## src/rtl/regfile_wb_scheduler_pkg.sv

```systemverilog
// Shared constants for the register-file writeback scheduler: register
// selector codes, writeback requester IDs and a one-hot decode helper.
package regfile_wb_scheduler_pkg;

   localparam int unsigned NUM_REGS = 8;
   localparam int unsigned SEL_W    = 3;
   localparam int unsigned DATA_W   = 8;

   // Register selector codes
   localparam logic [2:0] R0 = 3'd0;
   localparam logic [2:0] R1 = 3'd1;
   localparam logic [2:0] R2 = 3'd2;
   localparam logic [2:0] R3 = 3'd3;
   localparam logic [2:0] R4 = 3'd4;
   localparam logic [2:0] R5 = 3'd5;
   localparam logic [2:0] R6 = 3'd6;
   localparam logic [2:0] R7 = 3'd7;

   // Writeback requester IDs
   localparam logic REQ_ALU = 1'b0;
   localparam logic REQ_LD  = 1'b1;

   // One-hot mask for a register selector (bit i = Ri)
   function automatic logic [7:0] reg_onehot(input logic [2:0] sel);
      reg_onehot = 8'h01 << sel;
   endfunction

endpackage

```

## src/rtl/regfile_wb_scheduler_wb_rr_arbiter.sv

```systemverilog
// Two-requester round-robin arbiter. The requester that did not win the
// last grant wins a tie; the pointer only moves when a grant is issued,
// and a grant always completes a transfer because ready == grant.
module wb_rr_arbiter
   import regfile_wb_scheduler_pkg::*;
(
   input  logic       clk,
   input  logic       reset,
   input  logic [1:0] req,
   output logic [1:0] grant
);

   logic last_grant;

   // Grant selection: single requester wins outright, tie goes to the one not granted last
   always_comb begin
      grant = 2'b00;
      case (req)
         2'b01:   grant = 2'b01;
         2'b10:   grant = 2'b10;
         2'b11: begin
            if (last_grant == REQ_LD) begin
               grant = 2'b01;
            end else begin
               grant = 2'b10;
            end
         end
         default: grant = 2'b00;
      endcase
   end

   // Last-grant pointer; reset value gives the ALU priority
   always_ff @(posedge clk) begin
      if (!reset) begin
         last_grant <= REQ_LD;
      end else if (grant[0]) begin
         last_grant <= REQ_ALU;
      end else if (grant[1]) begin
         last_grant <= REQ_LD;
      end else begin
         last_grant <= last_grant;
      end
   end

endmodule

```

## src/rtl/regfile_wb_scheduler.sv

```systemverilog
// Register-file writeback scheduler: per-register busy scoreboard gating
// issue, round-robin arbitration of ALU/load writebacks, a one-cycle
// registered write port and a sticky error for writes to idle registers.
module regfile_wb_scheduler
   import regfile_wb_scheduler_pkg::*;
(
   input  logic       clk,
   input  logic       reset,
   input  logic       iss_valid,
   input  logic [2:0] iss_src1,
   input  logic [2:0] iss_src2,
   input  logic [2:0] iss_dest,
   input  logic       iss_wr,
   output logic       iss_stall,
   input  logic       alu_valid,
   output logic       alu_ready,
   input  logic [2:0] alu_dest,
   input  logic [7:0] alu_data,
   input  logic       ld_valid,
   output logic       ld_ready,
   input  logic [2:0] ld_dest,
   input  logic [7:0] ld_data,
   output logic       wb_en,
   output logic [2:0] dest_bus_selector,
   output logic [7:0] wb_data,
   output logic [7:0] busy,
   output logic       wb_err
);

   logic [1:0] req;
   logic [1:0] grant;
   logic [7:0] issue_set;
   logic [7:0] wb_clear;
   logic       wb_en_q;

   // Requests are masked while reset is low so nothing can transfer then
   assign req = {ld_valid & reset, alu_valid & reset};

   wb_rr_arbiter u_arb (
      .clk   (clk),
      .reset (reset),
      .req   (req),
      .grant (grant)
   );

   assign alu_ready = grant[0];
   assign ld_ready  = grant[1];

   // A pending write port pulse is suppressed while reset is held low
   assign wb_en = wb_en_q & reset;

   // Scoreboard hazard detection and set/clear masks for this edge
   always_comb begin
      iss_stall = iss_valid & (busy[iss_src1] | busy[iss_src2] | (iss_wr & busy[iss_dest]));
      if (iss_valid && !iss_stall && iss_wr) begin
         issue_set = reg_onehot(iss_dest);
      end else begin
         issue_set = 8'h00;
      end
      if (wb_en_q) begin
         wb_clear = reg_onehot(dest_bus_selector);
      end else begin
         wb_clear = 8'h00;
      end
   end

   // Busy scoreboard: clear on writeback, set on issue; set wins on collision
   always_ff @(posedge clk) begin
      if (!reset) begin
         busy <= 8'h00;
      end else begin
         busy <= (busy & ~wb_clear) | issue_set;
      end
   end

   // Write-port register: captures the granted request, one-cycle latency
   always_ff @(posedge clk) begin
      if (!reset) begin
         wb_en_q           <= 1'b0;
         dest_bus_selector <= 3'b000;
         wb_data           <= 8'h00;
      end else if (grant[0]) begin
         wb_en_q           <= 1'b1;
         dest_bus_selector <= alu_dest;
         wb_data           <= alu_data;
      end else if (grant[1]) begin
         wb_en_q           <= 1'b1;
         dest_bus_selector <= ld_dest;
         wb_data           <= ld_data;
      end else begin
         wb_en_q           <= 1'b0;
         dest_bus_selector <= dest_bus_selector;
         wb_data           <= wb_data;
      end
   end

   // Sticky error: a write landed on a register that had no pending result
   always_ff @(posedge clk) begin
      if (!reset) begin
         wb_err <= 1'b0;
      end else if (wb_en_q && !busy[dest_bus_selector]) begin
         wb_err <= 1'b1;
      end else begin
         wb_err <= wb_err;
      end
   end

endmodule

```

## config.mk

```make
export PLATFORM = sky130hd
export DESIGN_NAME = regfile_wb_scheduler
export DESIGN_NICKNAME = d
export VERILOG_FILES = /design/src/rtl/regfile_wb_scheduler_pkg.sv /design/src/rtl/regfile_wb_scheduler_wb_rr_arbiter.sv /design/src/rtl/regfile_wb_scheduler.sv
export SDC_FILE = /design/constraint.sdc
export NUM_CORES = 1
export LEC_CHECK = 0
export CORE_UTILIZATION = 42
export DETAILED_ROUTE_END_ITERATION = 8
export GPL_TIMING_DRIVEN = 0
export PLACE_DENSITY = 0.89
export SYNTH_ARGS = -nofsm -noshare
export SYNTH_HDL_FRONTEND = slang
export SYNTH_SLANG_ARGS = --single-unit
```

## constraint.sdc

```tcl
create_clock -name clk -period 2.5 [get_ports clk]
set_input_delay 0.375 -clock clk [delete_from_list [all_inputs] [get_ports clk]]
set_output_delay 0.375 -clock clk [all_outputs]
set_load 0.05 [all_outputs]
```

Yosys cells after proc, flatten, opt, wreduce, memory -nomap -nowiden

Index checks and enable logic that the tools add are counted.

Magnitude comparators: 4
Eq/ne operators: 3
Shift operators: 2
Mux-type cells: 20
Bitwise operators: 10
Reduce and logical (&&, ||, !) cells: 6

Operators with widths:

| cell                                                                         | count |
|---|---|
| 8-bit 2-to-1 mux                                                             | 4 |
| 3-bit by 4-bit less-than comparator with 1-bit output, second input constant | 4 |
| 1-bit by 3-bit << shifter with 8-bit output, first input constant            | 2 |
| 1-bit binary-select mux with 3-bit select                                    | 4 |
| 8-bit AND                                                                    | 1 |
| 1-bit 2-to-1 mux                                                             | 8 |
| 8-bit inverter                                                               | 1 |
| 8-bit bitwise OR                                                             | 1 |
| 3-bit 2-to-1 mux                                                             | 2 |
| 2-bit one-hot mux with 3 select lines                                        | 1 |
| 1-bit AND                                                                    | 5 |
| 2-bit equality test, second input constant                                   | 2 |
| 1-bit logical AND                                                            | 3 |
| 2-bit by 1-bit equality test with 1-bit output, second input constant        | 1 |
| 1-bit zero test                                                              | 2 |
| 2-bit 2-to-1 mux                                                             | 1 |
| 1-bit bitwise OR                                                             | 2 |
| 2-bit nonzero test                                                           | 1 |

Register bits after elaboration: 22
Bits of input ports: 37
Output and inout bits: 24
Word-level logic and storage cells: 51

Logic depth before layout (Yosys ltp)

Word-level depth: 10
Depth in mapped cells: 6
Mapped depth without buffers: 5

Modules after synthesis

A second synthesis with hierarchy kept.

Cells, all modules: 136
Area total of the unflattened synthesis: 1285.0 um^2

By module, submodules not included:

| module               | instances | cells an instance | area each (um^2) | sequential area each (um^2) |
|---|---|---|---|---|
| regfile_wb_scheduler | 1         | 129               | 1223.7           | 420.4 |
| wb_rr_arbiter        | 1         | 7                 | 61.3             | 20.0 |

Worst setup path before layout

Ideal clock, no wire load.

Path type: register to output
Start: reg busy[2]
End: out iss_stall
Arrival time: 1.929 ns
Required time: 2.125 ns
Slack: 0.196 ns
Stages on the path, launching flop included: 5
Path buffers: 0
Cell sequence: dfxtp_1 mux2i_1 mux4_2 o211ai_1 and2_1

Cells in the longest elaborated chain, start to end: 5
Elaborated cells between the ends (all ways): 10
Those cells by class: 6 x mux; 4 x bitwise

Ends and longest elaborated chain:

| what                                                 | line                       | RTL |
|---|---|---|
| start: declaration                                   | regfile_wb_scheduler.sv:26 | `output logic [7:0] busy,` |
| start signal: assignment                             | regfile_wb_scheduler.sv:72 | `busy <= (busy & ~wb_clear) \| issue_set;` |
| 1-bit binary-select mux with 3-bit select            | regfile_wb_scheduler.sv:54 | `iss_stall = iss_valid & (busy[iss_src1] \| busy[iss_src2] \| (iss_wr & busy[iss_dest]));` |
| 1-bit 2-to-1 mux (not written as such)               | regfile_wb_scheduler.sv:54 |  |
| 1-bit bitwise OR / 1-bit AND (equally long branches) | regfile_wb_scheduler.sv:54 |  |
| 1-bit bitwise OR *                                   | regfile_wb_scheduler.sv:54 |  |
| 1-bit AND *                                          | regfile_wb_scheduler.sv:54 |  |
| end: declaration                                     | regfile_wb_scheduler.sv:14 | `output logic iss_stall,` |

Every way passes the cells marked *; elsewhere a longest branch is shown, timed or not. The select of a mux whose other input is x is not followed.

Final worst setup path

Start: in iss_src1[0]
End: out iss_stall

Cells in the longest elaborated chain, start to end: 5

Ends and longest elaborated chain:

| what                                      | line                       | RTL |
|---|---|---|
| start: declaration                        | regfile_wb_scheduler.sv:10 | `input logic [2:0] iss_src1,` |
| 1-bit binary-select mux with 3-bit select | regfile_wb_scheduler.sv:54 |  |
| 1-bit 2-to-1 mux (not written as such)    | regfile_wb_scheduler.sv:54 |  |
| 1-bit bitwise OR (2 in series)            | regfile_wb_scheduler.sv:54 |  |
| 1-bit AND                                 | regfile_wb_scheduler.sv:54 |  |

Every way passes these cells. The select of a mux whose other input is x is not followed.

==> run metrics <==
setup tns final=0 ns; Die ar.=3030 um2; Fill cells=193; Die W=55.1 um; Switch Pwr=0.000256 W; Row Count=18; First-pass DRT Iterations=5; Min Clock Period, post-route=2.42 ns; post-synthesis sequential area ratio=0.372; CP arrival=2.05 ns; WHS Endpoint=busy[6]$_SDFF_PN0_; hold_buf cts=0; Hold Crit Depth=2; Design Power=0.000802 W; Least-Margin Pin Slew=0.685 ns; CTS Sinks=22; Critical Path RT=2.12 ns; min-delay src=iss_dest[0]; P_leak=0.694 nW; peak supply drop=0.000378 V; total length of routed wires=3410 um; DR vias=1,249; Avg Cell Area, Syn=10.7 um2; Gate power share=0.325; Max Slew Vio Count=0; initial drt markers=53; RSZ-0062 raised after global routing=no; Post-Syn Area=1180 um2; # setup viols final=0; post-route ant nets=0; routed length on met1=1420 um; final clock period utilization by the worst path=0.968; WL/cell=16.6 um; Initial Util=0.461; Met3 Wirelength=320 um; R2R Setup Slk=0.73 ns; pin count of the biggest net entering global routing=12; first-pass GRT wire length=5470 um; Yosys reg bits=22; Hold WS=0.431 ns; hpwl dp=2520 um; critical path fanouts, max=2; met2 WL=1620 um; Core Footprint=2570 um2; critical path class=in -> out; DRC=0; I/O pins=61; worst r2r dst=busy[0]$_SDFF_PN0_; RePlAce Congestion=0.898; clk_lat worst skew=0.30 ns; maximum clock rate=413 MHz; CTS tree=yes; Clock Path Buffers=2; Int Pwr=0.000546 W; register share of total power=0.483; most common cell after layout, fill and taps aside=clkdlybuf4s50_1; Clock Tree Root=clkbuf_4; Crit Reg-Reg Startpoint=busy[5]$_SDFF_PN0_; H-tree Lvls=1; Mapped Cells=111; Slew Limit Headroom=0.540; clock share of power=0.192; Net Count, Synth=148; initial antenna violation count=0; final setup margin=0.0788 ns; total gr overflow=0; DR top layer=met4; CTS Buf Count=3; status=finished clean; final core utilization=0.720; worst reg2reg path depth=5; skew final=0.00512 ns; Crit. End Element=output pin; Layout area overhead=56.2%; layout cells sized above 1=0.131; startpoint types=primary input; Final #Nets=215; reported max-cap violation count=0; Port Buf Inserts=59; clk slew on worst S/H paths=0.11 ns; pre-CTS worst setup slack=-0.617 ns; # diodes=0; commonest non-fill, non-tap cells in the layout=clkdlybuf4s50_1 (54), dfxtp_1 (22), nor2_1 (11); GR Util All Layers=0.254; final hold violations=0; Synth cell types=26; Cell Pwr Density=434 nW/um2; number of global-route vias before repair=1,272; Hold Crit Class=in -> reg; vias per cell=6.06; Syn. warnings=0; sw frac=0.319; Die Y=55.1 um
-- cell usage after synthesis --
cell      instances  area, um2
dfxtp_1          22        440
nor2_1           11       41.3
a222oi_1          9       90.1
o211ai_1          8       60.1
mux2i_1           7       70.1
nand2_1           6       22.5
clkbuf_1          5       18.8
inv_1             5       18.8
mux4_2            4       90.1
o41ai_1           4       35.0
mux4_1            3       78.8
nand2b_1          3       18.8
o21ai_0           3       15.0
a211oi_1          2       15.0
and2_1            2       12.5
and3_1            2       12.5
inv_2             2       7.51
mux2i_4           2       45.0
nand4_1           2       12.5
o311ai_0          2       17.5
o31ai_1           2       15.0
a22o_1            1       8.76
buf_2             1       5.00
nand4_4           1       21.3
nor2b_1           1       6.26
o21ai_1           1       5.00
-- logic make-up after synthesis --
| group | count (synthesis) | share of synthesized area |
|---|---|---|
| AO/OA/AOI/OAI | 32 | 0.221 |
| AND/OR/NAND/NOR | 28 | 0.125 |
| flip-flops | 22 | 0.372 |
| multiplexers | 16 | 0.240 |
| buffers and inverters | 13 | 0.0423 |
-- power groups by stage --
stage                     clock network (W)  logic [W]  registers [W]
after detailed placement                  0   0.000256       0.000394
final                              0.000154   0.000261       0.000387
after global routing               0.000173   0.000277       0.000390
after CTS                          0.000158   0.000258       0.000387
after global placement                    0   0.000251       0.000393
after floorplan                           0  0.0000851       0.000448
-- timing repair --
item,in CTS,in global routing
endpoints found under the setup margin,3,1
resized for setup,12,5
buffers inserted,1,2
-- registers in the layout (all words and copies together) (netlist names) --
signal,cells
wb_err,1
dest_bus_selector,3
wb_data,8
u_arb.last_grant,1
busy,8
wb_en_q,1
-- per-layer routing --
metal	vias to the layer above	track usage
li1	583	-
met1	593	0.288
met2	69	0.440
met3	4	0.0683
met4	0	0.121
met5	-	0
-- metrics by stage --
stage / instances / cell area [um2]
after global routing: 206 / 1850
after detailed placement: 200 / 1810
final: 206 / 1850
after CTS: 204 / 1840
after global placement: 200 / 1810
after floorplan: 111 / 1180
-- cell type report --
cell class,instances,area (um2),area share
clock buffer,3,22.5,0.0122
inverter,7,26.3,0.0142
buffer,6,25.0,0.0135
tap,30,37.5,0.0203
multi-input combinational,76,682,0.369
timing repair buffer,62,616,0.333
sequential,22,440,0.238
-- critical path: stages --
cell and delay (ns):
clkdlybuf4s50_1 0.52, mux4_2 0.54, mux2i_4 0.16, o211ai_1 0.10
and2_1 0.17, buf_4 0.18
-- how the worst max path moves through the flow --
stage                                   from        end  slack, ns  cells past startpoint
after floorplan           busy[2]$_SDFF_PN0_  iss_stall       0.20                      4
after global placement           iss_dest[0]  iss_stall      -0.61                      6
after detailed placement         iss_src2[0]  iss_stall      -0.62                      6
after CTS                        iss_src2[0]  iss_stall      -0.02                      6
after global routing             iss_src1[0]  iss_stall      0.005                      6
final                            iss_src1[0]  iss_stall       0.08                      6
Power figures use the tool's default switching activity.
